--- src/rtl/addr_mem_slave.sv ---
// Single-port synchronous memory slave: writes store, reads return data one cycle later,
// out-of-range addresses are rejected with an error strobe; saturating activity counters.
module addr_mem_slave #(
    parameter int unsigned ADDR_W = 6,
    parameter int unsigned DATA_W = 8,
    parameter int unsigned DEPTH  = 48,
    parameter int unsigned CNT_W  = 8
) (
    input  logic              clk,
    input  logic              rst,
    input  logic              en,
    input  logic              wr,
    input  logic [ADDR_W-1:0] addr,
    input  logic [DATA_W-1:0] wdata,
    input  logic              clr_cnt,
    output logic [DATA_W-1:0] rdata,
    output logic              rvalid,
    output logic              err,
    output logic [CNT_W-1:0]  wr_cnt,
    output logic [CNT_W-1:0]  rd_cnt,
    output logic [CNT_W-1:0]  err_cnt
);

    logic [DATA_W-1:0] mem [DEPTH];
    logic              legal;
    logic              do_wr;
    logic              do_rd;
    logic              do_err;

    // Full-width unsigned compare: no wrap or modulo mapping of high addresses.
    assign legal  = (32'(addr) < DEPTH);
    assign do_wr  = en && legal && wr;
    assign do_rd  = en && legal && !wr;
    assign do_err = en && !legal;

    always_ff @(posedge clk or posedge rst) begin
        if (rst) begin
            for (int unsigned i = 0; i < DEPTH; i++) begin
                mem[ADDR_W'(i)] <= '0;
            end
            rdata  <= '0;
            rvalid <= 1'b0;
            err    <= 1'b0;
        end else begin
            rvalid <= do_rd;
            err    <= do_err;
            if (do_wr) begin
                mem[addr] <= wdata;
            end
            if (do_rd) begin
                rdata <= mem[addr];
            end
        end
    end

    // Clear wins over any increment in the same cycle; increments stop at all-ones.
    always_ff @(posedge clk or posedge rst) begin
        if (rst) begin
            wr_cnt  <= '0;
            rd_cnt  <= '0;
            err_cnt <= '0;
        end else if (clr_cnt) begin
            wr_cnt  <= '0;
            rd_cnt  <= '0;
            err_cnt <= '0;
        end else begin
            if (do_wr && (wr_cnt != '1)) begin
                wr_cnt <= wr_cnt + 1'b1;
            end
            if (do_rd && (rd_cnt != '1)) begin
                rd_cnt <= rd_cnt + 1'b1;
            end
            if (do_err && (err_cnt != '1)) begin
                err_cnt <= err_cnt + 1'b1;
            end
        end
    end

endmodule

--- config.mk ---
export PLATFORM = sky130hd
export DESIGN_NAME = addr_mem_slave
export DESIGN_NICKNAME = d
export VERILOG_FILES = /design/src/rtl/addr_mem_slave.sv
export SDC_FILE = /design/constraint.sdc
export NUM_CORES = 1
export LEC_CHECK = 0
export ABC_AREA = 1
export BUFFER_PORTS_ARGS = -buffer_cell sky130_fd_sc_hd__clkbuf_2
export CAP_MARGIN = 10
export CORE_ASPECT_RATIO = 0.9
export CORE_UTILIZATION = 42
export DETAILED_ROUTE_END_ITERATION = 6
export PLACE_DENSITY = 0.64
export SYNTH_ARGS = -nofsm -noshare
export SYNTH_HDL_FRONTEND = slang
export SYNTH_SLANG_ARGS = --single-unit
--- constraint.sdc ---
create_clock -name clk -period 19.4 [get_ports clk]
set_input_delay 3.88 -clock clk [delete_from_list [all_inputs] [get_ports clk]]
set_output_delay 3.88 -clock clk [all_outputs]
set_load 0.01 [all_outputs]
==> impl_metrics.toml, run 1 <==
[detailed_routing]
routed_via_density = 5.208
drt_wl_total_um = 55600
num_vias = 16586
drc_errors = 0
routedWlPerCell_um = 17.46
dr.pass1.iters = 5
drtIter0Drc = 1705
drtAntennaViolNets = 0

[yosys]
yosysWarnings = 0
synthTopCellsByArea = "dfrtp_1 (53%), nand2_1 (20%), o21ai_0 (11%), inv_1 (3.4%), clkbuf_1 (2.4%)"
netlist_area_um2 = 19830
synthDistinctLibCells = 29
synth_seq_cells = 418
synth_cells = 2584
yosys.area.top_type = "dfrtp_1"
syn_nets = 2606
syn_area_per_cell_um2 = 7.674
synth_top_area_share = 0.5275
ys_seq_area_frac = 0.5275

[sta]
clock-skew-final_ns = 0.02590
finalCriticalPeriod_ns = 6.656
finalSetupViolations = 0
period_share = 0.3431
setup_ws_ns = 12.74
hold_ws_ns = 0.4759
slew_headroom = 0.2221
fin_tns_setup_ns = 0
slew_viol_final = 0
worst_pin_slew_ns = 1.165
max_freq_mhz = 150.2
hold_viol = 0
rsz0062_at_grt = "no"

[global_routing]
grt_usage = 0.2368
grt_start_max_net_pins = 178
grt_pass1_vias = 15771
grt_overflow = 0
antenna_found_initial = 2
grt_pass1_wl_um = 89150

[layout]
synthToLayoutAreaGrowth_pct = 9.919
fill_cells = 4546
layout_common_cells = "nand2_1 (1040), o21ai_0 (437), dfrtp_1 (418)"
finalNetCount = 2562
final_core_util = 0.4673
final_common_cell = "nand2_1"
antenna_cells = 0
drive_above_1_share = 0.07941
ff_latch_area_um2 = 10460
multiInputGateArea_um2 = 8045

[floorplan]
rows = 75
die_w_um = 231.0
fp.coreArea_um2 = 46640
dieArea_um2 = 48090
start_util = 0.4252
die_y_um = 208.1
io_pins = 53

[critical_path]
crit_path_max_fanout = 107
setup.worst_path.end_class = "flop"
rr_worst_depth = 10
required_ns = 19.85
arrival_ns = 7.11
worstSetupPathType = "in -> reg"
cp-start-kind = "input pin"

[pwr]
p_leak_nw = 10.64
power.total_mw = 1.989
ir_drop_uv = 63.68
power_density_nw_per_um2 = 91.26

[run]
drv_cap = 0

[clock_network]
clkLatencyLatePin_ns = 0.60
root_buffer = "clkbuf_16"
clkTransAtPathRegs_ns = 0.06
postCtsHoldBufs = 0
cts_setup_buffers = 0
cts_buffers = 45
cts_sinks = 418
cts-resized-gates = 0
cts-htree-levels = 2
cts_tree = "done"
clk_path_buf_depth = 3

[hold_path]
hold_depth = 2
min_path_type = "reg -> reg"

[place]
portBuffers = 52
place_ws_ns = 12.23
post-dp-hpwl_um = 33350
gp_routability_congestion = 0.8584

[outcome]
outcome = "complete, no violations"
-- flip-flops by register name, indices dropped and copies added (netlist names) --
signal and flops:
err 1, err_cnt 8, mem 384, rd_cnt 8, rdata 8, rvalid 1
wr_cnt 8
-- layer usage --
metal | track usage | up-vias | routed length [um] | share of wire
met2 | 0.3508 | 473 | 23970 | 0.43
li1 | - | 8064 | - | -
met3 | 0.06086 | 108 | 4257 | 0.077
met5 | 0 | - | 30 | 0.00054
met1 | 0.3351 | 7937 | 25430 | 0.46
met4 | 0.08290 | 4 | 1918 | 0.034
-- cells by family (layout without fill, tap and decap cells) --
kind of cell | after synthesis | count (layout) | synth area share
buffers and inverters | 343 | 328 | 0.06714
flip-flops | 418 | 418 | 0.5275
XOR/XNOR | 7 | 7 | 0.003092
AO/OA/AOI/OAI | 500 | 500 | 0.1309
AND/OR/NAND/NOR | 1313 | 1313 | 0.2695
adder cells (fa/ha/maj) | 3 | 3 | 0.001893
-- cell usage after synthesis, drive strengths merged --
master and n:
o31ai 4, o21ai 442, xor2 7, o21bai 1, clkbuf 129, nand2 1041, nor2 110, inv 179
ha 3, or2 48, a21oi 21, a21boi 5, nand4 2, o21a 1, buf 34, nor3 16
nor4 6, clkinv 1, nand3 85, dfrtp 418, nand3b 5, o211ai 26
-- power breakdown --
group	switching, mW	leakage [nW]	total [mW]	internal (mW)
combinational	0.131	4.23	0.189	0.0583
sequential	0.0356	5.72	0.965	0.929
clock	0.351	0.688	0.835	0.483
total	0.518	10.6	1.99	1.47
-- layout make-up --
type / instances / area share
sequential: 418 / 0.4799
tap: 616 / 0.03536
multi-input combinational: 1823 / 0.3691
clock inverter: 3 / 0.0008611
clock buffer: 73 / 0.06349
inverter: 180 / 0.03146
timing repair buffer: 72 / 0.01980
-- through the flow --
| stage | instances | instance area [um2] |
|---|---|---|
| detailed placement | 3109 | 20390 |
| floorplan | 2584 | 19830 |
| global route | 3185 | 21800 |
| CTS | 3185 | 21800 |
| finish | 3185 | 21800 |
| global placement | 3109 | 20390 |
-- path summary, 6_finish.rpt --
check	start	end	slack [ns]
min reg2reg	mem[318]	mem[318]	0.48
max reg2reg	rd_cnt[0]	rd_cnt[6]	17.49
max in group asynchronous	rst	mem[195]	13.73
min	mem[318]	mem[318]	0.48
max	addr[0]	rdata[1]	12.74
min in group asynchronous	rst	mem[22]	3.46
-- worst max-delay path, stage by stage --
cell      delay (ns)
clkbuf_8        0.56
buf_4           0.67
buf_4           0.84
nand2_1         0.13
nand3_1         0.16
nand2_1         0.07
o21ai_0         0.35
nand2_1         0.12
nor2_1          0.11
a21boi_0        0.08
No activity file was read; power rests on OpenSTA's default activity.
==> run 2, diff against run 1 <==
--- a/config.mk
+++ b/config.mk
@@ -11,7 +11,7 @@
 export CORE_ASPECT_RATIO = 0.9
 export CORE_UTILIZATION = 42
 export DETAILED_ROUTE_END_ITERATION = 6
-export PLACE_DENSITY = 0.64
+export PLACE_DENSITY = 0.67
 export SYNTH_ARGS = -nofsm -noshare
 export SYNTH_HDL_FRONTEND = slang
 export SYNTH_SLANG_ARGS = --single-unit
==> constraint.sdc (replaced) <==
create_clock -name clk -period 5.7 [get_ports clk]
set_input_delay 1.14 -clock clk [delete_from_list [all_inputs] [get_ports clk]]
set_output_delay 1.14 -clock clk [all_outputs]
set_load 0.01 [all_outputs]
==> impl_metrics.toml, run 2 (synthesized netlist as in run 1, its figures left out) <==
[outcome]
outcome = "complete, no violations"

[layout]
drive_above_1_share = 0.08233
antenna_cells = 0
ff_latch_area_um2 = 10460
final_common_cell = "nand2_1"
synthToLayoutAreaGrowth_pct = 10.37
largest_register_ffs = 384
fin_cells = 3191
design_area_um2 = 21890
layout_common_cells = "nand2_1 (1041), o21ai_0 (437), dfrtp_1 (418)"
multiInputGateArea_um2 = 8048
finalNetCount = 2567
fill_cells = 4459
final_core_util = 0.4693
regMostFlops = "mem"

[sta]
hold_ws_ns = 0.4778
period_share = 0.6259
clock-skew-final_ns = 0.01934
worst_pin_slew_ns = 1.140
max_freq_mhz = 280.3
fin_tns_setup_ns = 0
hold_viol = 0
slew_viol_final = 0
setup_ws_ns = 2.133
finalSetupViolations = 0
finalCriticalPeriod_ns = 3.567
slew_headroom = 0.2361
rsz0062_at_grt = "no"

[clock_network]
cts_tree = "done"
postCtsHoldBufs = 0
clkLatencyLatePin_ns = 0.58
cts_setup_buffers = 0
cts_sinks = 418
root_buffer = "clkbuf_16"
clkTransAtPathRegs_ns = 0.05
clk_path_buf_depth = 3
cts-htree-levels = 2
cts_buffers = 46
cts-resized-gates = 0

[critical_path]
cpLargestDelayFamily = "simple AND/OR/NAND/NOR gates"
cp-start-kind = "input pin"
required_ns = 6.11
cp_slowest_cell = "nor4_4"
worstSetupPathType = "in -> reg"
arrival_ns = 3.98
setup.worst_path.end_class = "flop"
path_depth = 6
cp_common_cell = "nand2_1"
path_cells = "buf_6, inv_4, nor4_4, nand2_1, nand2_1, o21ai_0"
path_buf_inv = 2
max_stage_delay_ns = 0.82
rr_worst_depth = 10
crit_path_max_fanout = 114

[global_routing]
grt_usage = 0.2217
grt_start_max_net_pins = 158
antenna_found_initial = 0
grt_pass1_wl_um = 85100
grt_pass1_vias = 15599
grt_overflow = 0

[detailed_routing]
drt_wl_total_um = 52640
routedWlPerCell_um = 16.49
dr.pass1.iters = 5
drtIter0Drc = 1402
drtAntennaViolNets = 0
routed_via_density = 5.192
num_vias = 16568
drc_errors = 0

[place]
post-dp-hpwl_um = 31710
gp_routability_congestion = 0.8100
place_area_um2 = 20470
post-place-cells = 3113
place_ws_ns = 1.680
portBuffers = 52

[pwr]
p_leak_nw = 10.68
power_density_nw_per_um2 = 308.4
ir_drop_uv = 193.3
power.total_mw = 6.750

[floorplan]
fp.coreArea_um2 = 46640
dieArea_um2 = 48090
die_w_um = 231.0
rows = 75
io_pins = 53
start_util = 0.4252
die_y_um = 208.1

[hold_path]
min_path_type = "reg -> reg"
hold_depth = 2

[run]
drv_cap = 0
run 2: where the power goes:
group	total (mW)	internal [mW]	switching, mW
Combinational	0.639	0.204	0.434
Clock	2.83	1.64	1.20
Sequential	3.28	3.16	0.114
run 2: per-layer routing:
layer	vias up	global-route usage	part of all wire
met2	475	0.3407	0.45
met1	7937	0.3221	0.47
met3	93	0.03755	0.058
met5	-	0	0
met4	0	0.06166	0.023
li1	8063	-	-
run 2: cell type report:
class	count	share of cell area
sequential	418	0.4779
inverter	180	0.03116
clock inverter	12	0.003030
clock buffer	66	0.06169
timing repair buffer	76	0.02327
multi-input combinational	1823	0.3677
tap	616	0.03522
run 2: path summary, 6_finish.rpt:
check / endpoint / slack (ns) / startpoint
max reg2reg: rd_cnt[6] / 3.84 / rd_cnt[0]
min reg2reg: mem[322] / 0.48 / mem[322]
max: mem[357] / 2.13 / addr[0]
max in group asynchronous: rd_cnt[4] / 3.74 / rst
min in group asynchronous: mem[62] / 0.66 / rst
min: mem[322] / 0.48 / mem[322]
run 2: tightest hold or removal path, stage by stage (launching register included):
cell and delay [ns]:
dfrtp_1 0.34, nand2_1 0.05, o21ai_0 0.06
==> run 3, diff against run 2 <==
--- a/config.mk
+++ b/config.mk
@@ -11,7 +11,7 @@
 export CORE_ASPECT_RATIO = 0.9
 export CORE_UTILIZATION = 42
 export DETAILED_ROUTE_END_ITERATION = 6
-export PLACE_DENSITY = 0.67
+export PLACE_DENSITY = 0.64
 export SYNTH_ARGS = -nofsm -noshare
 export SYNTH_HDL_FRONTEND = slang
 export SYNTH_SLANG_ARGS = --single-unit
==> constraint.sdc (replaced) <==
create_clock -name clk -period 3.47 [get_ports clk]
set_input_delay 0.694 -clock clk [delete_from_list [all_inputs] [get_ports clk]]
set_output_delay 0.694 -clock clk [all_outputs]
set_load 0.01 [all_outputs]
==> impl_metrics.toml, run 3 (synthesized netlist as in run 1, its figures left out) <==
[critical_path]
worstSetupPathType = "in -> reg"
cp-start-kind = "input pin"
setup.worst_path.end_class = "flop"
required_ns = 3.94
arrival_ns = 3.03
crit_path_max_fanout = 16

[layout]
regMostFlops = "mem"
largest_register_ffs = 384
synthToLayoutAreaGrowth_pct = 11.77
drive_above_1_share = 0.09185
layout_common_cells = "nand2_1 (1041), o21ai_0 (437), dfrtp_1 (418)"
final_common_cell = "nand2_1"
finalNetCount = 2592
fill_cells = 4503
fin_cells = 3219

[clock_network]
clkTransAtPathRegs_ns = 0.06
cts_buffers = 46
cts_tree = "done"
cts_sinks = 418
clk_path_buf_depth = 3
root_buffer = "clkbuf_16"
cts_setup_buffers = 0
clkLatencyLatePin_ns = 0.58
postCtsHoldBufs = 0
cts-resized-gates = 0
cts-htree-levels = 2

[pwr]
power_density_nw_per_um2 = 510.9
switchingPower_mw = 2.908
power_switching_share = 0.2568
intPower_mw = 8.415
seqPwrFrac = 0.475
p_leak_nw = 10.85
power.total_mw = 11.32
combinationalPowerShare = 0.096
ir_drop_uv = 308.4
p_clk_frac = 0.429

[floorplan]
die_w_um = 231.0
dieArea_um2 = 48090
rows = 75
io_pins = 53
fp.coreArea_um2 = 46640
start_util = 0.4252
die_y_um = 208.1

[detailed_routing]
drtAntennaViolNets = 0
dr.pass1.iters = 6
drtIter0Drc = 1570
routedWlPerCell_um = 17.09
num_vias = 16679
routed_via_density = 5.181
drc_errors = 0
drt_wl_total_um = 55010

[run]
drv_cap = 0

[global_routing]
grt_usage = 0.2345
grt_overflow = 0
grt_start_max_net_pins = 112
grt_pass1_wl_um = 88970
antenna_found_initial = 1
grt_pass1_vias = 15988

[place]
portBuffers = 52
post-place-cells = 3138
gp_routability_congestion = 0.8566
post-dp-hpwl_um = 34650

[sta]
finalCriticalPeriod_ns = 2.567
hold_viol = 0
finalSetupViolations = 0
slew_headroom = 0.3352
max_freq_mhz = 389.5
period_share = 0.7399
slew_viol_final = 0
clock-skew-final_ns = 0.01431
rsz0062_at_grt = "no"
worst_pin_slew_ns = 0.9951

[outcome]
outcome = "complete, no violations"

[hold_path]
min_path_type = "in -> async"
-- run 3: cell count changes in the layout (fill, tap and decap cells not counted), sizes merged --
cell / delta
buf: +24
diode: +1
clkinv: -4
clkbuf: +5
inv: +1
bufinv: +1
-- run 3: worst paths after layout --
kind	startpoint	end	slack, ns	cells after the start
min	rst	mem[88]	0.33	2
max reg2reg	err_cnt[0]	err_cnt[2]	1.58	11
min reg2reg	mem[324]	mem[324]	0.48	2
max	addr[4]	mem[351]	0.90	6
min in group clk	clr_cnt	err_cnt[1]	0.47	2
max in group asynchronous	rst	mem[113]	2.19	3
-- run 3: power groups by stage --
| stage | Clock (mW) | Combinational (mW) | Sequential [mW] |
|---|---|---|---|
| 5_1_grt | 5.14 | 1.25 | 5.42 |
| 2_1_floorplan | 0 | 0.752 | 5.42 |
| 4_1_cts | 4.96 | 1.10 | 5.38 |
| 3_5_place_dp | 0 | 1.09 | 5.46 |
| 3_3_place_gp | 0 | 1.07 | 5.45 |
| 6_report | 4.86 | 1.09 | 5.38 |
-- run 3: metrics by stage --
stage	util	area, um2	setup slack (ns)	hold slack [ns]	setup TNS [ns]
CTS	0.4751	22160	0.9921	0.3278	0
finish	0.4752	22160	0.9027	0.3303	0
floorplan	-	19830	-2.862	0.4451	-1196.12
global route	0.4751	22160	0.8046	0.3736	0
global placement	0.4431	20670	0.4646	0.4577	0
detailed placement	0.4431	20670	0.4380	0.4658	0
-- run 3: layout make-up --
type	instances	area, um2	area share
well taps	616	770.7	0.03478
clock inverters	10	77.57	0.003500
clock buffers	70	1415	0.06385
multi-input cells	1823	8043	0.3629
inverters	180	681.9	0.03077
repair buffers	101	711.9	0.03212
flip-flops and latches	418	10460	0.4720
diodes	1	2.502	0.0001129
-- run 3: worst max-delay path, cell delays in order --
cell,delay [ns]
clkbuf_2,0.15
nand2_1,0.14
nand3_4,0.27
nor4_4,0.79
nand2_1,0.58
o21ai_0,0.38
-- run 3: layer usage --
metal | routed length [um] | vias up | GRT usage | part of all wire
met5 | 0 | - | 0 | 0
met4 | 1384 | 0 | 0.07422 | 0.025
met3 | 3666 | 96 | 0.04030 | 0.067
met2 | 24440 | 490 | 0.3583 | 0.44
met1 | 25510 | 7975 | 0.3386 | 0.46
li1 | - | 8118 | - | -
